`src/rtl/sr_latch_ctrl_if.sv`:
```
// Request/latch bundle for sr_latch_ctrl: requester handshake, latch drive lines and status.
// master = requesters plus the latch primitive; slave = the controller.
interface sr_latch_ctrl_if #(
    parameter int N_REQ = 2
);
    logic [N_REQ-1:0] req_valid;
    logic [N_REQ-1:0] req_set;
    logic [N_REQ-1:0] req_ready;
    logic             sbar;
    logic             rbar;
    logic             q;
    logic             busy;
    logic             done;
    logic             err;

    modport master (
        output req_valid, req_set, q,
        input  req_ready, sbar, rbar, busy, done, err
    );

    modport slave (
        input  req_valid, req_set, q,
        output req_ready, sbar, rbar, busy, done, err
    );
endinterface

```
`src/rtl/sr_latch_ctrl.sv`:
```
// Round-robin owner of one NAND SR latch: timed active-low pulse, settle, done.
// Optional readback check of q against the requested value is enabled by SR_VERIFY_EN.
module sr_latch_ctrl #(
    parameter int N_REQ    = 2,
    parameter int PULSE_W  = 3,
    parameter int SETTLE_W = 3
) (
    input  logic               clk,
    input  logic               rst_n,
    sr_latch_ctrl_if.slave     bus
);
    localparam int CNT_MAX = (PULSE_W > SETTLE_W) ? PULSE_W : SETTLE_W;
    localparam int CNT_W   = $clog2(CNT_MAX + 1);
    localparam int IDX_W   = $clog2(N_REQ);

    localparam logic [CNT_W-1:0] PULSE_END  = CNT_W'(PULSE_W);
    localparam logic [CNT_W-1:0] SETTLE_END = CNT_W'(SETTLE_W);
    localparam logic [IDX_W-1:0] LAST_IDX   = IDX_W'(N_REQ - 1);

    typedef enum logic [1:0] {
        IDLE,
        PULSE,
        SETTLE,
        DONE
    } state_t;

    state_t             state, state_nxt;
    logic [CNT_W-1:0]   cnt, cnt_nxt;
    logic [IDX_W-1:0]   ptr, ptr_nxt;
    logic               op, op_nxt;

    logic [N_REQ-1:0]   ready_p0, ready_nxt;
    logic               sbar_p0, sbar_nxt;
    logic               rbar_p0, rbar_nxt;
    logic               busy_p0, busy_nxt;
    logic               done_p0, done_nxt;
    logic               err_p0, err_nxt;

    logic [IDX_W:0]     pick;
    logic               grant_hit;
    logic [IDX_W-1:0]   grant_idx;
    logic               mismatch;

    // {hit, index} of the first valid requester at or after start, wrapping upward
    function automatic logic [IDX_W:0] rr_pick(input logic [N_REQ-1:0] valid,
                                               input logic [IDX_W-1:0] start);
        logic [IDX_W-1:0] cand;
        logic [IDX_W:0]   res;
        res = '0;
        for (int i = 0; i < N_REQ; i++) begin
            cand = IDX_W'((int'(start) + i) % N_REQ);
            if (!res[IDX_W] && valid[cand]) begin
                res = {1'b1, cand};
            end
        end
        return res;
    endfunction

    assign pick      = rr_pick(bus.req_valid, ptr);
    assign grant_hit = pick[IDX_W];
    assign grant_idx = pick[IDX_W-1:0];

`ifdef SR_VERIFY_EN
    logic q_sync_p0;
    logic q_sync_p1;

    // q is asynchronous to clk; two flops before it is compared
    always_ff @(posedge clk) begin
        q_sync_p0 <= bus.q;
        q_sync_p1 <= q_sync_p0;
    end

    assign mismatch = (q_sync_p1 != op);
`else
    logic unused_q;
    assign unused_q = bus.q;
    assign mismatch = 1'b0;
`endif

    always_comb begin
        state_nxt = state;
        cnt_nxt   = cnt;
        ptr_nxt   = ptr;
        op_nxt    = op;
        ready_nxt = '0;
        sbar_nxt  = 1'b1;
        rbar_nxt  = 1'b1;
        done_nxt  = 1'b0;
        err_nxt   = 1'b0;

        unique case (state)
            IDLE, DONE: begin
                if (grant_hit) begin
                    state_nxt            = PULSE;
                    cnt_nxt              = CNT_W'(1);
                    ptr_nxt              = (grant_idx == LAST_IDX) ? '0 : grant_idx + 1'b1;
                    op_nxt               = bus.req_set[grant_idx];
                    ready_nxt[grant_idx] = 1'b1;
                    sbar_nxt             = ~bus.req_set[grant_idx];
                    rbar_nxt             = bus.req_set[grant_idx];
                end else begin
                    state_nxt = IDLE;
                end
            end
            PULSE: begin
                if (cnt == PULSE_END) begin
                    state_nxt = SETTLE;
                    cnt_nxt   = CNT_W'(1);
                end else begin
                    cnt_nxt  = cnt + 1'b1;
                    sbar_nxt = ~op;
                    rbar_nxt = op;
                end
            end
            SETTLE: begin
                if (cnt == SETTLE_END) begin
                    state_nxt = DONE;
                    cnt_nxt   = '0;
                    done_nxt  = 1'b1;
                    err_nxt   = mismatch;
                end else begin
                    cnt_nxt = cnt + 1'b1;
                end
            end
            default: begin
                state_nxt = IDLE;
                cnt_nxt   = '0;
            end
        endcase

        busy_nxt = (state_nxt != IDLE);
    end

    always_ff @(posedge clk) begin
        if (!rst_n) begin
            state    <= IDLE;
            cnt      <= '0;
            ptr      <= '0;
            ready_p0 <= '0;
            sbar_p0  <= 1'b1;
            rbar_p0  <= 1'b1;
            busy_p0  <= 1'b0;
            done_p0  <= 1'b0;
            err_p0   <= 1'b0;
        end else begin
            state    <= state_nxt;
            cnt      <= cnt_nxt;
            ptr      <= ptr_nxt;
            ready_p0 <= ready_nxt;
            sbar_p0  <= sbar_nxt;
            rbar_p0  <= rbar_nxt;
            busy_p0  <= busy_nxt;
            done_p0  <= done_nxt;
            err_p0   <= err_nxt;
        end
    end

    // op only matters while a pulse is in flight, so it carries no reset
    always_ff @(posedge clk) begin
        op <= op_nxt;
    end

    assign bus.req_ready = ready_p0;
    assign bus.sbar      = sbar_p0;
    assign bus.rbar      = rbar_p0;
    assign bus.busy      = busy_p0;
    assign bus.done      = done_p0;
    assign bus.err       = err_p0;
endmodule
```
`src/flat_wrapper.sv`:
```
// flat-port wrapper written by rule: the top's interface ports become plain ports
module sr_latch_ctrl_flat 
#(
    parameter int N_REQ    = 2,
    parameter int PULSE_W  = 3,
    parameter int SETTLE_W = 3
)
  (clk, rst_n, bus_req_valid, bus_req_set, bus_q, bus_req_ready, bus_sbar, bus_rbar, bus_busy, bus_done, bus_err);
  sr_latch_ctrl_if #(.N_REQ(N_REQ)) bus_i ();
  input  logic clk;
  input  logic rst_n;
  input wire logic [$bits(bus_i.req_valid)-1:0] bus_req_valid;
  input wire logic [$bits(bus_i.req_set)-1:0] bus_req_set;
  input wire logic [$bits(bus_i.q)-1:0] bus_q;
  output wire logic [$bits(bus_i.req_ready)-1:0] bus_req_ready;
  output wire logic [$bits(bus_i.sbar)-1:0] bus_sbar;
  output wire logic [$bits(bus_i.rbar)-1:0] bus_rbar;
  output wire logic [$bits(bus_i.busy)-1:0] bus_busy;
  output wire logic [$bits(bus_i.done)-1:0] bus_done;
  output wire logic [$bits(bus_i.err)-1:0] bus_err;
  assign bus_i.req_valid = bus_req_valid;
  assign bus_i.req_set = bus_req_set;
  assign bus_i.q = bus_q;
  assign bus_req_ready = bus_i.req_ready;
  assign bus_sbar = bus_i.sbar;
  assign bus_rbar = bus_i.rbar;
  assign bus_busy = bus_i.busy;
  assign bus_done = bus_i.done;
  assign bus_err = bus_i.err;
  sr_latch_ctrl #(.N_REQ(N_REQ), .PULSE_W(PULSE_W), .SETTLE_W(SETTLE_W)) u_core (.clk(clk), .rst_n(rst_n), .bus(bus_i));
endmodule
```
`config.mk`:
```
export PLATFORM = sky130hd
export DESIGN_NAME = sr_latch_ctrl_flat
export DESIGN_NICKNAME = d
export VERILOG_FILES = /design/src/rtl/sr_latch_ctrl_if.sv /design/src/rtl/sr_latch_ctrl.sv /design/src/flat_wrapper.sv
export SDC_FILE = /design/constraint.sdc
export NUM_CORES = 1
export LEC_CHECK = 0
export BUFFER_PORTS_ARGS = -buffer_cell sky130_fd_sc_hd__buf_2
export CAP_MARGIN = 20
export CORE_MARGIN = 2
export CORE_UTILIZATION = 40
export CTS_BUF_LIST = sky130_fd_sc_hd__clkbuf_16
export DETAILED_ROUTE_END_ITERATION = 7
export GPL_ROUTABILITY_DRIVEN = 1
export PLACE_DENSITY = 0.69
export SLEW_MARGIN = 25
export SYNTH_ARGS = -nofsm -noshare
export SYNTH_HDL_FRONTEND = slang
export SYNTH_SLANG_ARGS = --single-unit
```
`constraint.sdc`:
```
create_clock -name clk -period 1.5 [get_ports clk]
set_input_delay 0.45 -clock clk [delete_from_list [all_inputs] [get_ports clk]]
set_output_delay 0.45 -clock clk [all_outputs]
set_load 0.01 [all_outputs]
```
==> out/qor.yml <==
wl_per_cell_um: 13.2
power_density_mw_per_mm2: 1170
detail_route.drc_violations: 0
yosys_warnings: 0
setup_slack_ps: 53.1
critical_path.startpoint_type: "register"
synthTopCellsByArea: "dfxtp_1 (37%), ha_1 (10%), edfxtp_1 (5.0%), inv_1 (3.1%), o32ai_2 (2.7%)"
hold_violations: 0
nNetsFinal: 94
die_w_um: 42.7
startpoint: "u_core.state[0]$_SDFF_PN0_"
row_count: 13
hp-start: "bus_req_set[0]"
synthFlopType: "dfxtp_1"
period_needed_ps: 1450
final_util: 0.621
drv_cap: 0
drive_above_1_share: 0.395
cp.required_ps: 1650
min_path_type: "primary input to register"
grt_pass1_vias: 452
synth_nets: 71
setup_tns_ps: 0
use_met2: 0.245
via_per_inst: 5.28
grt_busiest_layer: "met2"
core-area_mm2: 0.00135
end_kind: "register"
regToRegStartpoint: "u_core.state[0]$_SDFF_PN0_"
avgSynthCellArea_um2: 10.2
place.gp.congestion: 0.714
finalCritPeriodShare: 0.965
slew_violations: 0
finClkSkew_ps: 2.64
grt.total_usage: 0.150
cts_tree: "done"
async_reset_ff_frac: 0
ys_ff_latch: 12
ant_nets: 0
p_leak_nw: 0.376
drt-total-wl_um: 1270
gr-usage-met3: 0.0638
overflow: 0
cts.sinks: 12
cts_buffer_depth: 2
synth.most_common_cell: "dfxtp_1"
clkLatencyLatePin_ps: 240
dp_slack_ps: -79.7
initial_core_util: 0.444
power_w: 0.000978
path_class: "register to register"
num_antenna_cells: 0
rsz0062_at_grt: "no"
ir_worst_vdd_mv: 1.02
h-tree-depth: 1
fmax_ghz: 0.691
hpwl_um: 918
fillers: 126
ctsHoldBuffers: 0
clkTransAtPathRegs_ps: 40
synth_common_cells: "dfxtp_1 (11), ha_1 (5), inv_1 (5)"
holdWs_ps: 474
synth_area_um2: 599
die_h_um: 42.7
status: "finished clean"
seq_area_frac_synth: 0.418
pin_count: 14
finalSetupViolCount: 0
antenna_found_initial: 0
critPathMaxFanout: 7
vias: 507
grt_max_degree: 9
numCtsBuffers: 3
portBuffers: 11
syn_to_final_growth_pct: 39.9
yosys.area.top_type: "dfxtp_1"
drtPass1Iterations: 4
postSynthCellCount: 59
use_met1: 0.173
grt_pass1_wl_um: 1990
arrival_ps: 1600
synthDistinctLibCells: 32
cts-root-buf: "clkbuf_16"
synth_edf_count: 1
netlist.area_leader.share: 0.367
fp.dieArea_mm2: 0.00182
drtIter0Drc: 12
## metrics by stage
| stage | std cells | instance area [um2] |
|---|---|---|
| 2_1_floorplan | 59 | 599 |
| 3_3_place_gp | 92 | 726 |
| 3_5_place_dp | 92 | 726 |
| 4_1_cts | 96 | 820 |
| 5_1_grt | 96 | 838 |
| 6_report | 96 | 838 |
## report_power, final
| part | internal [W] | leakage (nW) | switching [W] | total (W) |
|---|---|---|---|---|
| sequential | 0.000348 | 0.101 | 0.0000106 | 0.000359 |
| combinational | 0.0000707 | 0.237 | 0.0000679 | 0.000139 |
| clock | 0.000350 | 0.0385 | 0.000130 | 0.000480 |
| total | 0.000769 | 0.376 | 0.000209 | 0.000978 |
## repair_timing
action | CTS | global route
cloned | 0 | 0
pin swaps | 0 | 1
setup buffers | 0 | 0
gates resized for setup | 3 | 6
setup endpoints to repair | 6 | 6
## per-layer routing
layer,vias up,part of all wire,wire length (um)
met5,-,0,0
met4,0,0.020,25
met3,5,0.040,51
met2,9,0.48,610
met1,239,0.46,583
li1,254,-,-
## cells by family (layout without fill, tap and decap cells)
family                     Yosys count  after routing  synth area share
and+or+nand+nor                     17             17             0.192
AOI/OAI and AO/OA                   14             14             0.182
DFF                                 12             12             0.418
buffers and inverters                8             30            0.0626
adders and majority gates            5              5             0.104
muxes                                2              2            0.0355
other                                1              1           0.00626
## sequential cells by signal, indices dropped and copies added (netlist names)
name and cells:
u_core.bus.sbar 1, u_core.cnt 2, u_core.state 2, u_core.op 1
u_core.ptr 1, u_core.bus.busy 1, u_core.bus.done 1, u_core.bus.req_ready 2
u_core.bus.rbar 1
## worst paths after layout
| path | to | slack (ps) | cells after the start |
|---|---|---|---|
| worst max-delay path | u_core.bus.sbar$_SDFF_PN1_ | 50 | 5 |
| worst min-delay path | u_core.bus.sbar$_SDFF_PN1_ | 470 | 2 |
| worst max register to register | u_core.bus.sbar$_SDFF_PN1_ | 50 | 5 |
| worst min register to register | u_core.ptr$_SDFFE_PN0P_ | 510 | 1 |
## layout by cell type, fill, tap and decap left out, drive strengths merged, types with 2 or more instances in the layout
master  synthesis  layout
buf             2      20
clkbuf          0       3
dfxtp          11      11
ha              5       5
inv             6       6
nand2b          2       2
nor2            3       3
nor2b           3       3
nor3b           2       2
o21a            2       2
o21ai           4       4
o32ai           2       2
## area by class of cell
cell class	instances	area, um2	area share
Sequential cell	12	251	0.300
Timing Repair Buffer	20	123	0.146
Inverter	6	22.5	0.0269
Tap cell	15	18.8	0.0224
Clock inverter	1	3.75	0.00448
Multi-Input combinational cell	39	344	0.410
Clock buffer	3	75.1	0.0896
## worst max-delay path, stage by stage, from the launching register on
cell	delay, ps
dfxtp_2	330
inv_1	80
ha_4	310
inv_2	40
or4b_4	510
o311ai_2	90
(Power assumes the default switching activity.)
